--- config.mk ---
export PLATFORM = sky130hd
export DESIGN_NAME = scr1_tapc_master
export DESIGN_NICKNAME = d
export VERILOG_FILES = /design/src/rtl/scr1_tapc_master.sv
export SDC_FILE = /design/constraint.sdc
export NUM_CORES = 1
export LEC_CHECK = 0
export BUFFER_PORTS_ARGS = -buffer_cell sky130_fd_sc_hd__buf_4
export CORE_ASPECT_RATIO = 0.9
export CORE_UTILIZATION = 60
export CTS_BUF_LIST = sky130_fd_sc_hd__clkbuf_4 sky130_fd_sc_hd__clkbuf_8
export DETAILED_ROUTE_END_ITERATION = 10
export PLACE_DENSITY = 0.82
export SLEW_MARGIN = 25
export SYNTH_ARGS = -nofsm -noshare
export SYNTH_HDL_FRONTEND = slang
export SYNTH_SLANG_ARGS = --single-unit
--- constraint.sdc ---
create_clock -name clk -period 6.2 [get_ports clk]
set_clock_uncertainty 0.05 [all_clocks]
set_input_delay 0 -clock clk [delete_from_list [all_inputs] [get_ports clk]]
set_output_delay 0 -clock clk [all_outputs]
set_load 0.01 [all_outputs]
--- src/rtl/scr1_tapc_master.sv ---
// JTAG TAP controller master: runs one DR scan, IR scan or TAP reset per accepted request,
// bit-banging TCK/TMS/TDI from the system clock and capturing TDO into resp_data.
module scr1_tapc_master #(
   parameter int unsigned SCR1_MAX_LEN = 32,
   parameter int unsigned SCR1_TCK_DIV = 2
) (
   input  logic                    clk,
   input  logic                    rst_n,
   input  logic                    req_vld,
   output logic                    req_rdy,
   input  logic [1:0]              req_op,
   input  logic [5:0]              req_len,
   input  logic [SCR1_MAX_LEN-1:0] req_data,
   output logic                    resp_vld,
   output logic [SCR1_MAX_LEN-1:0] resp_data,
   output logic                    tck,
   output logic                    tms,
   output logic                    tdi,
   input  logic                    tdo
);

   localparam int unsigned LW = $clog2(SCR1_MAX_LEN + 1);
   // Counter also walks the up-to-5-period PRE sequence, so never narrower than 3 bits.
   localparam int unsigned CW = (LW > 3) ? LW : 3;
   localparam int unsigned DW = $clog2(2 * SCR1_TCK_DIV);

   localparam logic [1:0] OpIr  = 2'b01;
   localparam logic [1:0] OpRst = 2'b10;

   typedef enum logic [2:0] {StIdle, StPre, StShift, StPost, StResp} state_t;

   state_t                  state_q, state_d;
   logic [1:0]              op_q, op_d;
   logic [CW-1:0]           len_q, len_d, len_sat;
   logic [CW-1:0]           cnt_q, cnt_d;
   logic [DW-1:0]           div_q, div_d;
   logic [SCR1_MAX_LEN-1:0] data_q, data_d;
   logic [SCR1_MAX_LEN-1:0] cap_q, cap_d;
   logic [SCR1_MAX_LEN-1:0] resp_data_q, resp_data_d;
   logic                    tck_q, tck_d;
   logic                    tms_q, tms_d;
   logic                    tdi_q, tdi_d;

   // Number of TCK periods spent in a scan phase.
   function automatic logic [CW-1:0] period_cnt(state_t st, logic [1:0] op, logic [CW-1:0] len);
      case (st)
         StPre:   return (op == OpIr) ? CW'(4) : (op == OpRst) ? CW'(5) : CW'(3);
         StShift: return len;
         StPost:  return (op == OpRst) ? CW'(1) : CW'(2);
         default: return CW'(1);
      endcase
   endfunction

   function automatic logic tms_of(state_t st, logic [1:0] op, logic [CW-1:0] cnt,
                                   logic [CW-1:0] len);
      case (st)
         StPre: begin
            case (op)
               OpIr:    return cnt < CW'(2);
               OpRst:   return 1'b1;
               default: return cnt == '0;
            endcase
         end
         StShift: return cnt == (len - 1'b1);
         StPost:  return (op != OpRst) && (cnt == '0);
         default: return 1'b0;
      endcase
   endfunction

   always_comb begin
      state_d     = state_q;
      op_d        = op_q;
      len_d       = len_q;
      cnt_d       = cnt_q;
      div_d       = div_q;
      data_d      = data_q;
      cap_d       = cap_q;
      resp_data_d = resp_data_q;
      tck_d       = tck_q;
      tms_d       = tms_q;
      tdi_d       = tdi_q;
      len_sat     = (32'(req_len) > SCR1_MAX_LEN) ? CW'(SCR1_MAX_LEN) : CW'(req_len);

      unique case (state_q)
         StIdle: begin
            if (req_vld) begin
               op_d   = req_op;
               len_d  = len_sat;
               data_d = req_data;
               cap_d  = '0;
               cnt_d  = '0;
               div_d  = '0;
               tck_d  = 1'b0;
               tdi_d  = 1'b0;
               if ((len_sat == '0) || (req_op == 2'b11)) begin
                  state_d     = StResp;
                  resp_data_d = '0;
               end else begin
                  state_d = StPre;
                  tms_d   = 1'b1;
               end
            end
         end
         StPre, StShift, StPost: begin
            div_d = (div_q == DW'(2 * SCR1_TCK_DIV - 1)) ? '0 : div_q + 1'b1;
            if (div_q == DW'(SCR1_TCK_DIV - 1)) begin
               tck_d = 1'b1;
               if (state_q == StShift) begin
                  for (int unsigned i = 0; i < SCR1_MAX_LEN; i++) begin
                     if (cnt_q == CW'(i)) cap_d[i] = tdo;
                  end
               end
            end
            if (div_q == DW'(2 * SCR1_TCK_DIV - 1)) begin
               tck_d = 1'b0;
               if (cnt_q == (period_cnt(state_q, op_q, len_q) - 1'b1)) begin
                  cnt_d = '0;
                  case (state_q)
                     StPre:   state_d = (op_q == OpRst) ? StPost : StShift;
                     StShift: state_d = StPost;
                     default: state_d = StResp;
                  endcase
               end else begin
                  cnt_d = cnt_q + 1'b1;
               end
               // TMS/TDI for the next period are launched on this falling edge.
               tms_d = tms_of(state_d, op_q, cnt_d, len_q);
               tdi_d = 1'b0;
               if (state_d == StShift) begin
                  for (int unsigned i = 0; i < SCR1_MAX_LEN; i++) begin
                     if (cnt_d == CW'(i)) tdi_d = data_q[i];
                  end
               end
               if (state_d == StResp) resp_data_d = cap_q;
            end
         end
         StResp:  state_d = StIdle;
         default: state_d = StIdle;
      endcase
   end

   always_ff @(posedge clk or negedge rst_n) begin
      if (!rst_n) begin
         state_q     <= StIdle;
         op_q        <= '0;
         len_q       <= '0;
         cnt_q       <= '0;
         div_q       <= '0;
         data_q      <= '0;
         cap_q       <= '0;
         resp_data_q <= '0;
         tck_q       <= 1'b0;
         tms_q       <= 1'b1;
         tdi_q       <= 1'b0;
      end else begin
         state_q     <= state_d;
         op_q        <= op_d;
         len_q       <= len_d;
         cnt_q       <= cnt_d;
         div_q       <= div_d;
         data_q      <= data_d;
         cap_q       <= cap_d;
         resp_data_q <= resp_data_d;
         tck_q       <= tck_d;
         tms_q       <= tms_d;
         tdi_q       <= tdi_d;
      end
   end

   assign req_rdy   = (state_q == StIdle);
   assign resp_vld  = (state_q == StResp);
   assign resp_data = resp_data_q;
   assign tck       = tck_q;
   assign tms       = tms_q;
   assign tdi       = tdi_q;

endmodule
Word-level counts from Yosys, hierarchy flattened:

Cells that the tools add are included.

* register bits: 118
* output and inout bits: 37
* word-level logic and storage cells: 324
* input bits: 44

* $lt $le $gt $ge: 2
* reductions and logical operators: 47
* $add $sub $neg: 4
* equal/unequal tests: 118
* multiplexer cells: 111

Operator list (number)
* $mux W32: 7
* $eq A6 B5 Y1 const B: 32
* $reduce_and A5 Y1: 33
* $pmux W32 S2: 2
* $eq A6 B4 Y1 const B: 16
* $ne A2 B2 Y1 const B: 39
* $mux W1: 73
* $eq A6 B3 Y1 const B: 8
* $mux W6: 8
* $eq A6 B2 Y1 const B: 4
* $mux W3: 8
* $logic_not A6 Y1: 3
* $pmux W6 S3: 1
* $eq A3 B2 Y1 const B: 4
* $eq A6 B1 Y1 const B: 2
* $eq A6 B6 Y1: 2
* $pmux W3 S2: 2
* $pmux W6 S2: 1
* $sub A6 B1 Y6 const B: 2
* $pmux W1 S2: 4
* $add A6 B1 Y6 const B: 1
* $eq A2 B2 Y1 const B: 3
* $eq A3 B1 Y1 const B: 2
* $eq A3 B3 Y1 const B: 2
* other kinds (17): 23

Logic depth before layout (Yosys ltp):

* word-level depth: 47
* gate-level depth with buffers: 15
* depth with buffers taken out: 14

Worst setup path before layout:

No wires, ideal clock.

* kind: flip-flop to flip-flop
* from: register op_q[0]
* to: register resp_data_q[10] (netlist: resp_data[10])
* required time: 6071 ps
* path slack: 2914 ps
* arrival time: 3157 ps
* period minus slack after synthesis: 3286 ps
* buffers on the path: 1
* setup time: 79 ps
* cell stages (with the launch flop): 15
* cells stage by stage: dfrtp_1 > inv_1 > ha_1 > mux2_4 > a211oi_4 > ha_1 > nand2_1 > or4b_1 > nand3_1 > mux2_2 > and3_1 > nand3_2 > a21oi_4 > buf_8 > mux2i_1

* cells in the longest elaborated chain, start to end: 14
* elaborated cells on any way between the ends: 18
* those cells by class: add/sub (1); eq/ne (5); mux (11); reduce/logical (1)

RTL lines
* start: declaration: RTL line 33 `logic [1:0] op_q, op_d;`
* start signal: assignment: RTL line 157 `op_q <= op_d;`
* $eq A2 B2 Y1: RTL line 47, 49, 119
* $mux W3 (2 in a row): RTL line 47 `StPre: return (op == OpIr) ? CW'(4) : (op == OpRst) ? CW'(5) : CW'(3);`
* $pmux W6 S3: RTL line 46 `case (st)`
* $mux W6: RTL line 114 `if (div_q == DW'(2 * SCR1_TCK_DIV - 1)) begin`
* $mux W6: RTL line 84 `unique case (state_q)`
* $sub A6 B1 Y6: RTL line 116 `if (cnt_q == (period_cnt(state_q, op_q, len_q) - 1'b1)) begin`
* $eq A6 B6 Y1: RTL line 116
* $mux W3 (*): RTL line 116
* $mux W3 (*): RTL line 114
* $mux W3 (*): RTL line 84
* $eq A3 B3 Y1 (*): RTL line 134 `if (state_d == StResp) resp_data_d = cap_q;`
* $ne A2 B2 Y1 (no source line) (*)
* $reduce_and A5 Y1 (no source line) (*)
* end signal: assignment: RTL line 163 `resp_data_q <= resp_data_d;`
* end: declaration: RTL line 39 `logic [SCR1_MAX_LEN-1:0] resp_data_q, resp_data_d;`

Every way passes the cells marked *; elsewhere a longest branch is shown, timed or not. The select of a mux whose other input is x is not followed.
A chain may end at the register's enable or synchronous reset.

Worst setup path after layout:

* from: register state_q[0]
* to: register resp_data_q[29] (netlist: resp_data[29])

* cells in the longest elaborated chain, start to end: 12
* elaborated cells on any way between the ends: 22
* those cells by class: add/sub (1); eq/ne (9); mux (8); reduce/logical (4)

RTL lines
* start: declaration: RTL line 32 `state_t state_q, state_d;`
* start signal: assignment: RTL line 144 `state_q <= StIdle;`
* start signal: assignment: RTL line 156 `state_q <= state_d;`
* $eq A3 B2 Y1 (tied with other cells): RTL line 46, 84
* $pmux W6 S3: RTL line 46
* $mux W6: RTL line 114
* $mux W6: RTL line 84
* $sub A6 B1 Y6: RTL line 116
* $eq A6 B6 Y1: RTL line 116
* $mux W3: RTL line 116
* $mux W3: RTL line 114
* $mux W3: RTL line 84
* $eq A3 B3 Y1: RTL line 134
* $ne A2 B2 Y1 (no source line)
* $reduce_and A5 Y1 (no source line)

Parallel ways exist; a longest one is shown, timed or not. The select of a mux whose other input is x is not followed.

==> out/metrics.cfg <==
[critical_path]
setup.worst_path.start_class = flop
r2r-start = state_q[0]
worstReg2RegEnd = resp_data[29]
critPathMaxFanout = 33
r2r_cells = 12
critPathKind = reg -> reg
timing.critical_path.to_type = flop
crit_end = resp_data[29]
timing.critical_path.from = state_q[0]
critical_path_required_ns = 6.50
worstPathArrival_ns = 4.77
ff2ff_setup_slack_ns = 1.73

[clock_network]
clkSinkCount = 118
cts_buffers = 17
max-clock-path-buffers = 2
path_clk_slew_ns = 0.08
cts_root_buf = clkbuf_8
worstSkewPairLatency_ns = 0.45
cts_tree = built
cts-htree-levels = 4

[floorplan]
row_count = 35
dieHeight_um = 101
die_x_um = 112
start_util_pct = 62.7
io_pins = 81
die-area_um2 = 11300
coreArea_um2 = 10400

[sta]
max_freq_mhz = 224
fin_crit_ns = 4.47
relSlewSlack_pct = 35.2
holdWs_ns = 0.0297
hold_viol = 0
rsz0062_at_grt = no
slew_violations = 0
finalCritPeriodShare_pct = 72.1
finalSetupViolations = 0
tns_ns = 0
worst_pin_slew_ns = 0.971

[hold_path]
hp-class = in -> reg

[power_and_ir_drop]
ir_drop_v = 0.000243
p_int_mw = 1.51
p_seq_share_pct = 40.0
p_per_area_nw_per_um2 = 297
clkPwrFrac_pct = 30.1
combinationalPowerShare_pct = 29.9
leakage_nw = 3.52
swShare_pct = 35.2
power_mw = 2.34
p_switching_uw = 824

[drt]
viasPerCell = 5.99
routedWlPerCell_um = 17.0
wl_mm = 16.7
postRouteAntennaNets = 0
num_vias = 5895
dr.pass1.iters = 11
remaining_drc_errors = 4
drt_iter0_markers = 565

[synth]
synth_seq_area_share_pct = 45.4
yosys-top-cells-area = dfrtp_1 45%, nand2_1 11%, o21ai_0 6.4%
synth-edff-count = 0
synth_fp_nets = 804
yosys_warnings = 0
synthCells = 750
ys_top_cells_by_count = 186 x nand2_1, 117 x dfrtp_1, 83 x o21ai_0
synth_cell_types = 74
synth_most_common_cell = nand2_1
synth.avg_cell_area_um2 = 8.67
syn-cell-area_um2 = 6500
synth_top_cell_area_share_pct = 45.0
synth_top_area_cell = dfrtp_1
synth-async-reset-ratio_pct = 100
ys_ff_latch = 118
synth_flop_cell = dfrtp_1

[layout]
areaGrowthSynthToFinish_pct = 21.0
fillers = 749
multi_input_area_um2 = 3150
nNetsFinal = 899
final_util_pct = 75.8
regArea_um2 = 2950
drive_above_1_share_pct = 16.1
num_antenna_cells = 0

[global_routing]
grt_pass1_vias = 5731
grt_antenna_before_repair = 0
grt_start_max_net_pins = 67
grt_pass1_wl_mm = 27.8
grt_use_total_pct = 31.6
overflow = 0

[status]
violations = design-rule violations
outcome = finished with violations

[place]
gp_congestion = 0.905
place.detailed.hpwl_mm = 10.6
port_buffers = 80

[job]
cap_violations = 0

-- area by class of cell --
cell class | instances | area share [%]
timing repair buffer | 127 | 13.4
clock buffer | 21 | 3.59
multi-input combinational | 538 | 40.0
tap | 129 | 2.05
clock inverter | 8 | 1.29
sequential | 118 | 37.5
inverter | 43 | 2.05
-- kinds of logic after synthesis --
logic type / after synthesis / share of synthesized area [%]
muxes: 41 / 6.68
DFF: 118 / 45.4
buffers and inverters: 94 / 6.29
xor gates and xnor gates: 19 / 2.67
adders and majority gates: 10 / 1.92
AOI/OAI and AO/OA: 175 / 16.4
and+or+nand+nor: 293 / 20.7
-- state kept, by name, summed over array words and instances (netlist names) --
register   count
state_q        3
tms            1
op_q           2
cap_q         32
cnt_q          6
tck            1
len_q          6
tdi            1
data_q        32
resp_data     32
div_q          2
-- critical path: stages, from the launching register on --
cell and delay (ns):
dfrtp_1 0.71, mux2_4 0.36, a211oi_4 0.32, ha_1 0.25, nand2_1 0.08, or4b_1 0.52, nand3_1 0.09, mux2_2 0.23
and3_1 0.63, nand3_2 0.20, a21oi_4 0.17, buf_4 0.48, mux2i_1 0.28
-- timing repair --
item / in CTS / in global routing
setup endpoints to repair: 0 / 0
hold buffers: 42 / 0
setup buffers: 0 / 0
resized for setup: 0 / 0
endpoints found under the hold margin: 96 / 0
-- routing by layer --
layer  wire length (µm)  vias to the layer above  global-route usage [%]
li1                   -                     2761                       -
met1               7240                     2849                    42.6
met2               8040                      250                    50.3
met3               1130                       35                    6.19
met4                324                        0                    13.4
met5                  0                        -                       0
-- worst min-delay path by stage --
| stage | cells after the start | slack [ns] | endpoint | start |
|---|---|---|---|---|
| floorplan | 0 | -0.35 | cap_q[0] | rst_n |
| global placement | 1 | 0.007 | data_q[4] | rst_n |
| detailed placement | 1 | 0.01 | data_q[4] | rst_n |
| CTS | 5 | 0.02 | cap_q[31] | tdo |
| global route | 5 | 0.05 | cap_q[15] | tdo |
| finish | 5 | 0.03 | cap_q[31] | tdo |
-- power groups by stage --
stage	logic, mW	clock network [mW]	registers (mW)
finish	0.699	0.703	0.936
CTS	0.688	0.700	0.934
floorplan	0.529	0	0.917
global placement	0.637	0	0.943
detailed placement	0.663	0	0.947
global route	0.772	0.739	0.947
-- through the flow --
stage	cells	setup slack (ns)	cell area, µm²
2_1_floorplan	750	2.91	6500
3_3_place_gp	913	2.04	7060
3_5_place_dp	913	1.80	7060
4_1_cts	984	1.79	7870
5_1_grt	984	1.47	7870
6_report	984	1.73	7870
-- placed cells by master (no fill, tap or decap), types with 6 or more instances in the layout --
| cell | count |
|---|---|
| nand2_1 | 184 |
| dfrtp_1 | 117 |
| buf_4 | 85 |
| o21ai_0 | 83 |
| dlygate4sd3_1 | 42 |
| inv_1 | 41 |
| mux2i_1 | 34 |
| a21oi_1 | 27 |
| nor2_1 | 24 |
| a31oi_1 | 22 |
| clkbuf_8 | 20 |
| nand3_1 | 16 |
| xnor2_1 | 12 |
| nor2b_1 | 11 |
| nor3_1 | 10 |
| ha_1 | 10 |
| nand3b_1 | 7 |
| and2_1 | 6 |
| xor2_1 | 6 |
(Power assumes the default switching activity.)
